==> src/rtl/alu_issue_pkg.sv <==
// Shared decode constants, ALU operation codes and the issue packet
// produced by alu_op_decode and held by alu_issue_stage.
package alu_issue_pkg;

  localparam int XLEN = 32;

  localparam logic [6:0] OPC_R      = 7'b0110011;
  localparam logic [6:0] OPC_I      = 7'b0010011;
  localparam logic [6:0] OPC_LOAD   = 7'b0000011;
  localparam logic [6:0] OPC_STORE  = 7'b0100011;
  localparam logic [6:0] OPC_JALR   = 7'b1100111;
  localparam logic [6:0] OPC_LUI    = 7'b0110111;
  localparam logic [6:0] OPC_BRANCH = 7'b1100011;

  localparam logic [2:0] F3_ADD = 3'b000;
  localparam logic [2:0] F3_SLL = 3'b001;
  localparam logic [2:0] F3_SLT = 3'b010;
  localparam logic [2:0] F3_XOR = 3'b100;
  localparam logic [2:0] F3_SR  = 3'b101;
  localparam logic [2:0] F3_OR  = 3'b110;
  localparam logic [2:0] F3_AND = 3'b111;

  localparam logic [2:0] F3_BEQ = 3'b000;
  localparam logic [2:0] F3_BNE = 3'b001;
  localparam logic [2:0] F3_BLT = 3'b100;
  localparam logic [2:0] F3_BGE = 3'b101;

  localparam logic [6:0] F7_BASE = 7'b0000000;
  localparam logic [6:0] F7_ALT  = 7'b0100000;

  typedef enum logic [3:0] {
    ALU_AND   = 4'b0000,
    ALU_OR    = 4'b0001,
    ALU_ADD   = 4'b0010,
    ALU_SUB   = 4'b0011,
    ALU_SLL   = 4'b0100,
    ALU_SRL   = 4'b0101,
    ALU_SRA   = 4'b0111,
    ALU_EQ    = 4'b1000,
    ALU_XOR   = 4'b1001,
    ALU_PASSB = 4'b1010,
    ALU_SLT   = 4'b1100
  } alu_op_e;

  typedef struct packed {
    logic [XLEN-1:0] src_a;
    logic [XLEN-1:0] src_b;
    alu_op_e         operation;
    logic [4:0]      rd;
    logic            is_branch;
    logic            br_invert;
    logic            illegal;
  } issue_pkt_t;

endpackage

==> src/rtl/alu_op_decode.sv <==
// Combinational RV32I decode: raw instruction plus operands into an issue packet.
module alu_op_decode
  import alu_issue_pkg::*;
(
  input  logic [31:0]     instr_i,
  input  logic [XLEN-1:0] rs1_data_i,
  input  logic [XLEN-1:0] rs2_data_i,
  input  logic [XLEN-1:0] imm_i,
  output issue_pkt_t      pkt_o
);

  logic [6:0] opcode;
  logic [6:0] funct7;
  logic [2:0] funct3;
  logic       bad;
  logic       unused_instr_bits;

  assign opcode            = instr_i[6:0];
  assign funct3            = instr_i[14:12];
  assign funct7            = instr_i[31:25];
  assign unused_instr_bits = ^instr_i[24:15];

  always_comb begin
    pkt_o           = '0;
    pkt_o.src_a     = rs1_data_i;
    pkt_o.src_b     = rs2_data_i;
    pkt_o.operation = ALU_ADD;
    pkt_o.rd        = instr_i[11:7];
    bad             = 1'b0;
    case (opcode)
      OPC_R, OPC_I: begin
        if (opcode == OPC_I) pkt_o.src_b = imm_i;
        case (funct3)
          F3_ADD: begin
            if (opcode == OPC_R && funct7 == F7_ALT) pkt_o.operation = ALU_SUB;
            else if (opcode == OPC_R && funct7 != F7_BASE) bad = 1'b1;
          end
          F3_AND: pkt_o.operation = ALU_AND;
          F3_OR:  pkt_o.operation = ALU_OR;
          F3_XOR: pkt_o.operation = ALU_XOR;
          F3_SLT: pkt_o.operation = ALU_SLT;
          F3_SLL: begin
            if (funct7 == F7_BASE) pkt_o.operation = ALU_SLL;
            else bad = 1'b1;
          end
          F3_SR: begin
            if (funct7 == F7_BASE) pkt_o.operation = ALU_SRL;
            else if (funct7 == F7_ALT) pkt_o.operation = ALU_SRA;
            else bad = 1'b1;
          end
          default: bad = 1'b1;
        endcase
      end
      OPC_LOAD, OPC_STORE, OPC_JALR: begin
        pkt_o.src_b = imm_i;
        if (opcode == OPC_STORE) pkt_o.rd = 5'd0;
      end
      OPC_LUI: begin
        pkt_o.src_a     = '0;
        pkt_o.src_b     = imm_i;
        pkt_o.operation = ALU_PASSB;
      end
      OPC_BRANCH: begin
        pkt_o.is_branch = 1'b1;
        pkt_o.rd        = 5'd0;
        case (funct3)
          F3_BEQ: pkt_o.operation = ALU_EQ;
          F3_BNE: begin pkt_o.operation = ALU_EQ;  pkt_o.br_invert = 1'b1; end
          F3_BLT: pkt_o.operation = ALU_SLT;
          F3_BGE: begin pkt_o.operation = ALU_SLT; pkt_o.br_invert = 1'b1; end
          default: bad = 1'b1;
        endcase
      end
      default: bad = 1'b1;
    endcase
    // Unsupported encodings still flow as a plain R-type ADD, tagged for a downstream trap.
    if (bad) begin
      pkt_o.src_a     = rs1_data_i;
      pkt_o.src_b     = rs2_data_i;
      pkt_o.operation = ALU_ADD;
      pkt_o.rd        = instr_i[11:7];
      pkt_o.is_branch = 1'b0;
      pkt_o.br_invert = 1'b0;
      pkt_o.illegal   = 1'b1;
    end
  end

endmodule

==> src/rtl/alu_issue_stage.sv <==
// Registered ALU issue stage: decode into an output register backed by a
// one-entry skid register, so in_ready is a flop and never sees out_ready.
module alu_issue_stage
  import alu_issue_pkg::*;
#(
  parameter int DATA_WIDTH    = 32,
  parameter int OPCODE_LENGTH = 4
) (
  input  logic                     clk,
  input  logic                     reset,
  input  logic                     in_valid,
  output logic                     in_ready,
  input  logic [31:0]              in_instr,
  input  logic [DATA_WIDTH-1:0]    in_rs1_data,
  input  logic [DATA_WIDTH-1:0]    in_rs2_data,
  input  logic [DATA_WIDTH-1:0]    in_imm,
  input  logic                     flush,
  output logic                     out_valid,
  input  logic                     out_ready,
  output logic [DATA_WIDTH-1:0]    out_src_a,
  output logic [DATA_WIDTH-1:0]    out_src_b,
  output logic [OPCODE_LENGTH-1:0] out_operation,
  output logic [4:0]               out_rd,
  output logic                     out_is_branch,
  output logic                     out_br_invert,
  output logic                     out_illegal
);

  issue_pkt_t dec_pkt;
  issue_pkt_t or_q, or_d, sk_q, sk_d;
  logic       or_vld_q, or_vld_d, sk_vld_q, sk_vld_d;
  logic       in_ready_q;
  logic       accept, or_free;

  alu_op_decode u_decode (
    .instr_i    (in_instr),
    .rs1_data_i (in_rs1_data),
    .rs2_data_i (in_rs2_data),
    .imm_i      (in_imm),
    .pkt_o      (dec_pkt)
  );

  assign accept  = in_valid && in_ready_q;
  assign or_free = !or_vld_q || out_ready;

  always_comb begin
    or_d     = or_q;
    sk_d     = sk_q;
    or_vld_d = or_vld_q;
    sk_vld_d = sk_vld_q;
    if (flush) begin
      or_vld_d = 1'b0;
      sk_vld_d = 1'b0;
    end else if (or_free) begin
      if (sk_vld_q) begin
        or_d     = sk_q;
        or_vld_d = 1'b1;
        sk_d     = accept ? dec_pkt : sk_q;
        sk_vld_d = accept;
      end else begin
        if (accept) or_d = dec_pkt;
        or_vld_d = accept;
      end
    end else if (accept) begin
      sk_d     = dec_pkt;
      sk_vld_d = 1'b1;
    end
  end

  always_ff @(posedge clk or posedge reset) begin
    if (reset) begin
      or_q       <= '0;
      sk_q       <= '0;
      or_vld_q   <= 1'b0;
      sk_vld_q   <= 1'b0;
      in_ready_q <= 1'b1;
    end else begin
      or_q       <= or_d;
      sk_q       <= sk_d;
      or_vld_q   <= or_vld_d;
      sk_vld_q   <= sk_vld_d;
      in_ready_q <= !sk_vld_d;
    end
  end

  assign in_ready      = in_ready_q;
  assign out_valid     = or_vld_q;
  assign out_src_a     = or_q.src_a;
  assign out_src_b     = or_q.src_b;
  assign out_operation = or_q.operation;
  assign out_rd        = or_q.rd;
  assign out_is_branch = or_q.is_branch;
  assign out_br_invert = or_q.br_invert;
  assign out_illegal   = or_q.illegal;

endmodule
==> config.mk <==
export PLATFORM = sky130hd
export DESIGN_NAME = alu_issue_stage
export DESIGN_NICKNAME = d
export VERILOG_FILES = /design/src/rtl/alu_issue_pkg.sv /design/src/rtl/alu_op_decode.sv /design/src/rtl/alu_issue_stage.sv
export SDC_FILE = /design/constraint.sdc
export NUM_CORES = 1
export LEC_CHECK = 0
export CAP_MARGIN = 20
export CORE_MARGIN = 4
export CORE_UTILIZATION = 43
export DETAILED_ROUTE_END_ITERATION = 7
export PLACE_DENSITY = 0.77
export SLEW_MARGIN = 20
export SYNTH_ARGS = -nofsm -noshare
export SYNTH_HDL_FRONTEND = slang
export SYNTH_SLANG_ARGS = --single-unit
==> constraint.sdc <==
create_clock -name clk -period 5.8 [get_ports clk]
set_input_delay 1.45 -clock clk [delete_from_list [all_inputs] [get_ports clk]]
set_output_delay 1.45 -clock clk [all_outputs]
set_load 0.05 [all_outputs]
# After elaboration in Yosys (flattened, before gate mapping)
# Cells that the tools add are included.
# W data, S select, Z words.
# op_classes
n_eq_ne,15
mux,35
n_bitwise,1
reduce_logical,21
# ops
op,count
$mux W76,6
$mux W32,2
$pmux W32 S2,1
$eq A7 B6 Y1 const B,4
$pmux W4 S7,1
$mux W1,15
$eq A7 B7 Y1 const B,2
$eq A3 B3 Y1 const B,4
$pmux W4 S3,1
$reduce_or A4 Y1,3
$pmux W5 S2,1
$pmux W4 S2,1
$reduce_or A2 Y1,4
$eq A7 B2 Y1 const B,1
$eq A7 B5 Y1 const B,1
$logic_not A7 Y1,1
$reduce_bool A7 Y1,1
$mux W3,2
$mux W5,1
$mux W4,1
$pmux W1 S4,1
$reduce_bool A2 Y1,2
$eq A3 B1 Y1 const B,1
$eq A3 B2 Y1 const B,1
other kinds (11),14
# totals
register_bits,155
input_bits,133
output_inout_bits,78
elab_cells,89

# Logic depth before layout (Yosys ltp)
# logic_depth
depth_word,10
depth_mapped,8
ltp_nobuf,6

# Cells and area by module
# A second synthesis with hierarchy kept.
# unflattened
cells_unflattened,547
area_unflattened_um2,7888.8
# modules_own_cells
mod,instances,cells_per_inst,area_per_inst_um2,seq_area_each_um2
alu_issue_stage,1,420,6789.0,3880.0
alu_op_decode,1,127,1099.8,0.0

# Least setup slack after synthesis
# Ideal clock, no wire load.
# synth_path
path_type,input to register
start,in in_instr[28]
end,"reg or_q, in the netlist out_src_b[0]"
setup_ps,134
arrival_ps,3168
t_required_ps,5666
slack_ps,2497
cell_stages,7
n_path_buf,1
path_cell_list,or4_4 nor3_2 o21ai_2 a211oi_4 buf_6 mux2i_1 o22ai_1
# synth_between
elab_chain_cells,9
word_cells_on_any_way,15
cone_classes,eq/ne: 1; mux: 10; reduce/logical: 4
# synth_lines
element,line_no,rtl
start: declaration,alu_issue_stage.sv:13,"input logic [31:0] in_instr,"
$reduce_bool A7 Y1,alu_op_decode.sv:36,else if (opcode == OPC_R && funct7 != F7_BASE) bad = 1'b1;
$logic_and A1 B1 Y1,alu_op_decode.sv:36,
$mux W1,alu_op_decode.sv:36,
$mux W1,alu_op_decode.sv:35,if (opcode == OPC_R && funct7 == F7_ALT) pkt_o.operation = ALU_SUB;
$pmux W1 S4 *,alu_op_decode.sv:33,case (funct3)
$pmux W1 S3 *,alu_op_decode.sv:30,case (opcode)
$mux W76 *,alu_op_decode.sv:77,if (bad) begin
$mux W76 *,alu_issue_stage.sv:61,if (accept) or_d = dec_pkt;
$mux W76 *,alu_issue_stage.sv:55,if (sk_vld_q) begin
end signal: assignment,alu_issue_stage.sv:78,or_q <= or_d;
end: declaration,alu_issue_stage.sv:30,"issue_pkt_t or_q, or_d, sk_q, sk_d;"
# Mark *: on every way between the ends. The rest lies on a longest branch, timed or not. The select of a mux whose other input is x is not followed.
# A chain may end at the register's enable or synchronous reset.

# Worst setup path in the final report
# layout_path
start,in in_instr[28]
end,"reg or_q, in the netlist out_src_b[21]"
# The elaborated chain is that of the path after synthesis.

==> results.yml <==
clock_network:
  htreeDepth: 4
  cts_tree: "done"
  cts-root-buf: "clkbuf_16"
  clk_pin_slew_ns: 0.06
  cts.path.max_buffers: 2
  ctsResizeCount: 0
  postCtsSetupBuffers: 0
  cts.sinks: 155
  hold_buffers: 0
  numCtsBuffers: 17
  clkLatencyLatePin_ns: 0.41
critical_path:
  cp_max_fo: 32
  r2r-start: "sk_vld_q$_DFF_PP0_"
  crit_path_start_kind: "input pin"
  cp-startpoint: "in_instr[28]"
  worstPathArrival_ns: 4.02
  reg2reg_to: "out_src_a[29]$_DFFE_PP0P_"
  cp-end-kind: "register"
  crit_path_end: "out_src_b[21]$_DFFE_PP0P_"
  ff2ff_path_depth: 6
  critical_path_class: "in -> reg"
  crit_required_ns: 6.06
  r2r_setup_slack_ns: 3.06
synth:
  avgSynthCellArea_um2: 9.67
  ys_warn_count: 0
  synth-seq-cells: 155
  synth_most_common_cell: "nand2_1"
  synthArstFlopShare_pct: 100
  syn_area_um2: 7000
  syn_inst: 724
  synth_nets: 857
  yosys-top-cells-count: "nand2_1 (158), dfrtp_1 (154), o21ai_0 (74), clkbuf_1 (47), a21oi_1 (42)"
  yosysTopAreaCellShare_pct: 55.1
  seq_area_frac_synth_pct: 55.4
  yosys.area.top_type: "dfrtp_1"
  synth_cell_types: 49
  synth_flop_cell: "dfrtp_1"
  ys_top_cells_by_area: "dfrtp_1 (55%), nand2_1 (8.5%), o21ai_0 (5.3%), mux2i_1 (4.7%), o21a_1 (3.6%)"
  synth-edff-count: 0
power:
  p_int_mw: 2.41
  p_clk_share_pct: 32.7
  pwr-share-comb_pct: 27.4
  p_per_area_nw_per_um2: 368
  swShare_pct: 32.7
  power.leakage_nw: 3.97
  p_switching_mw: 1.17
  irDropWorstVdd_v: 0.000208
  power_frac_seq_pct: 39.9
floorplan:
  fp.dieW_um: 136
  core_area_um2: 15900
  num_rows: 46
  die_area_um2: 18400
  die_h_um: 136
  start_util_pct: 43.9
  pin_count: 211
drt:
  vias_per_cell: 5.20
  dr.pass1.iters: 5
  wirelength_um: 17600
  num_vias: 5834
  drc: 0
  drt_iter0_markers: 316
  ant_nets: 0
  post_drt_wl_per_cell_um: 15.7
flow_run:
  maxCapViolCount: 0
global_routing:
  grt_antenna_before_repair: 1
  grt_max_degree: 104
  grt_pass1_vias: 5575
  grt_pass1_wl_um: 28300
  grt_overflow_total: 0
  track_usage_pct: 19.2
timing:
  skew_ns: 0.00654
  slew_violations: 0
  tns_ns: 0
  hold_viol: 0
  grt_setup_unrepaired: "false"
  fin_crit_ns: 3.76
  max_freq_mhz: 266
  relSlewSlack_pct: 26.7
  tightestPinTransition_ns: 1.10
  holdWs_ns: 0.472
  min_period_over_period_pct: 64.9
  final-setup-viol-count: 0
final_layout:
  fill_cells: 1401
  syn_to_final_growth_pct: 39.2
  multi_input_area_um2: 2860
  nets: 1027
  seq_area_um2: 3880
  diodes: 0
  post_route_cells_drive_above_1_share_pct: 5.62
placed_design:
  gp_congestion: 0.786
  portBuffers: 200
  dpl.hpwl_um: 11800
run_status:
  status: "finished clean"
worst_hold_path:
  hold_depth: 2
  hold_class: "reg -> reg"
-- layout make-up --
cell class              instances  share of cell area (%)
repair buffers                209                    21.4
flip-flops and latches        155                    39.9
well taps                     216                    2.78
multi-input cells             507                    29.3
inverters                       4                   0.206
clock inverters                15                    2.04
clock buffers                  17                    4.37
-- placed cells by master, fill, tap and decap left out, drive strengths merged, types with 9 or more instances in the layout --
cell,n
clkdlybuf4s50,200
nand2,158
dfrtp,154
o21ai,102
a21oi,42
o21a,34
mux2i,33
o211ai,33
nor2,21
nand3b,19
clkbuf,17
o22ai,14
buf,9
-- stage by stage --
stage	cell area, µm²	utilization (%)	power, mW	std cells	setup WS (ns)
floorplan	7000	-	2.05	724	0.174
global placement	9110	57.2	2.41	1091	1.62
detailed placement	9110	57.2	2.44	1091	1.59
CTS	9740	61.1	3.62	1123	2.04
global route	9740	61.1	3.76	1123	1.94
finish	9740	61.1	3.58	1123	2.04
-- kinds of logic after synthesis --
kind of cell,Yosys count,share of synthesized area [%]
DFF,155,55.4
muxes,33,4.72
adders and majority gates,1,0.143
and+or+nand+nor,232,14.8
buffers and inverters,62,3.84
xor gates and xnor gates,1,0.125
AOI/OAI and AO/OA,240,20.9
-- power groups by stage --
| stage | Clock (mW) | Combinational, mW | Sequential [mW] |
|---|---|---|---|
| 2_1_floorplan | 0 | 0.283 | 1.77 |
| 3_3_place_gp | 0 | 0.974 | 1.44 |
| 3_5_place_dp | 0 | 0.988 | 1.45 |
| 4_1_cts | 1.19 | 0.991 | 1.43 |
| 5_1_grt | 1.25 | 1.05 | 1.46 |
| 6_report | 1.17 | 0.981 | 1.43 |
-- metal layers --
metal / vias up / share of wire, % / GRT usage [%]
met5: - / 0.074 / 0
li1: 2881 / - / -
met1: 2761 / 44 / 25.3
met3: 14 / 8.2 / 6.91
met2: 176 / 47 / 30.3
met4: 2 / 0.68 / 4.76
-- how the worst min path moves through the flow --
| stage | startpoint | end | slack, ns |
|---|---|---|---|
| floorplan | sk_q[35]$_DFFE_PP0P_ | sk_q[35]$_DFFE_PP0P_ | 0.44 |
| global placement | sk_q[3]$_DFFE_PP0P_ | sk_q[3]$_DFFE_PP0P_ | 0.45 |
| detailed placement | sk_q[11]$_DFFE_PP0P_ | sk_q[11]$_DFFE_PP0P_ | 0.46 |
| CTS | sk_q[11]$_DFFE_PP0P_ | sk_q[11]$_DFFE_PP0P_ | 0.48 |
| global route | sk_q[56]$_DFFE_PP0P_ | sk_q[56]$_DFFE_PP0P_ | 0.50 |
| finish | sk_q[11]$_DFFE_PP0P_ | sk_q[11]$_DFFE_PP0P_ | 0.47 |
-- worst max-delay path, cell delays in order --
cell and delay [ns]:
clkdlybuf4s50_1 0.40, or4_4 0.55, nor3_2 0.22, o21ai_2 0.13
a211oi_4 0.24, buf_4 0.50, mux2i_1 0.38, o22ai_1 0.12
-- state kept, by name, summed over array words and instances (netlist names) --
| name | cells |
|---|---|
| out_valid | 1 |
| sk_q | 76 |
| sk_vld_q | 1 |
| out_src_b | 32 |
| out_operation | 4 |
| out_src_a | 32 |
| out_illegal | 1 |
| in_ready | 1 |
| out_rd | 5 |
| out_is_branch | 1 |
| out_br_invert | 1 |
(Power assumes the default switching activity.)
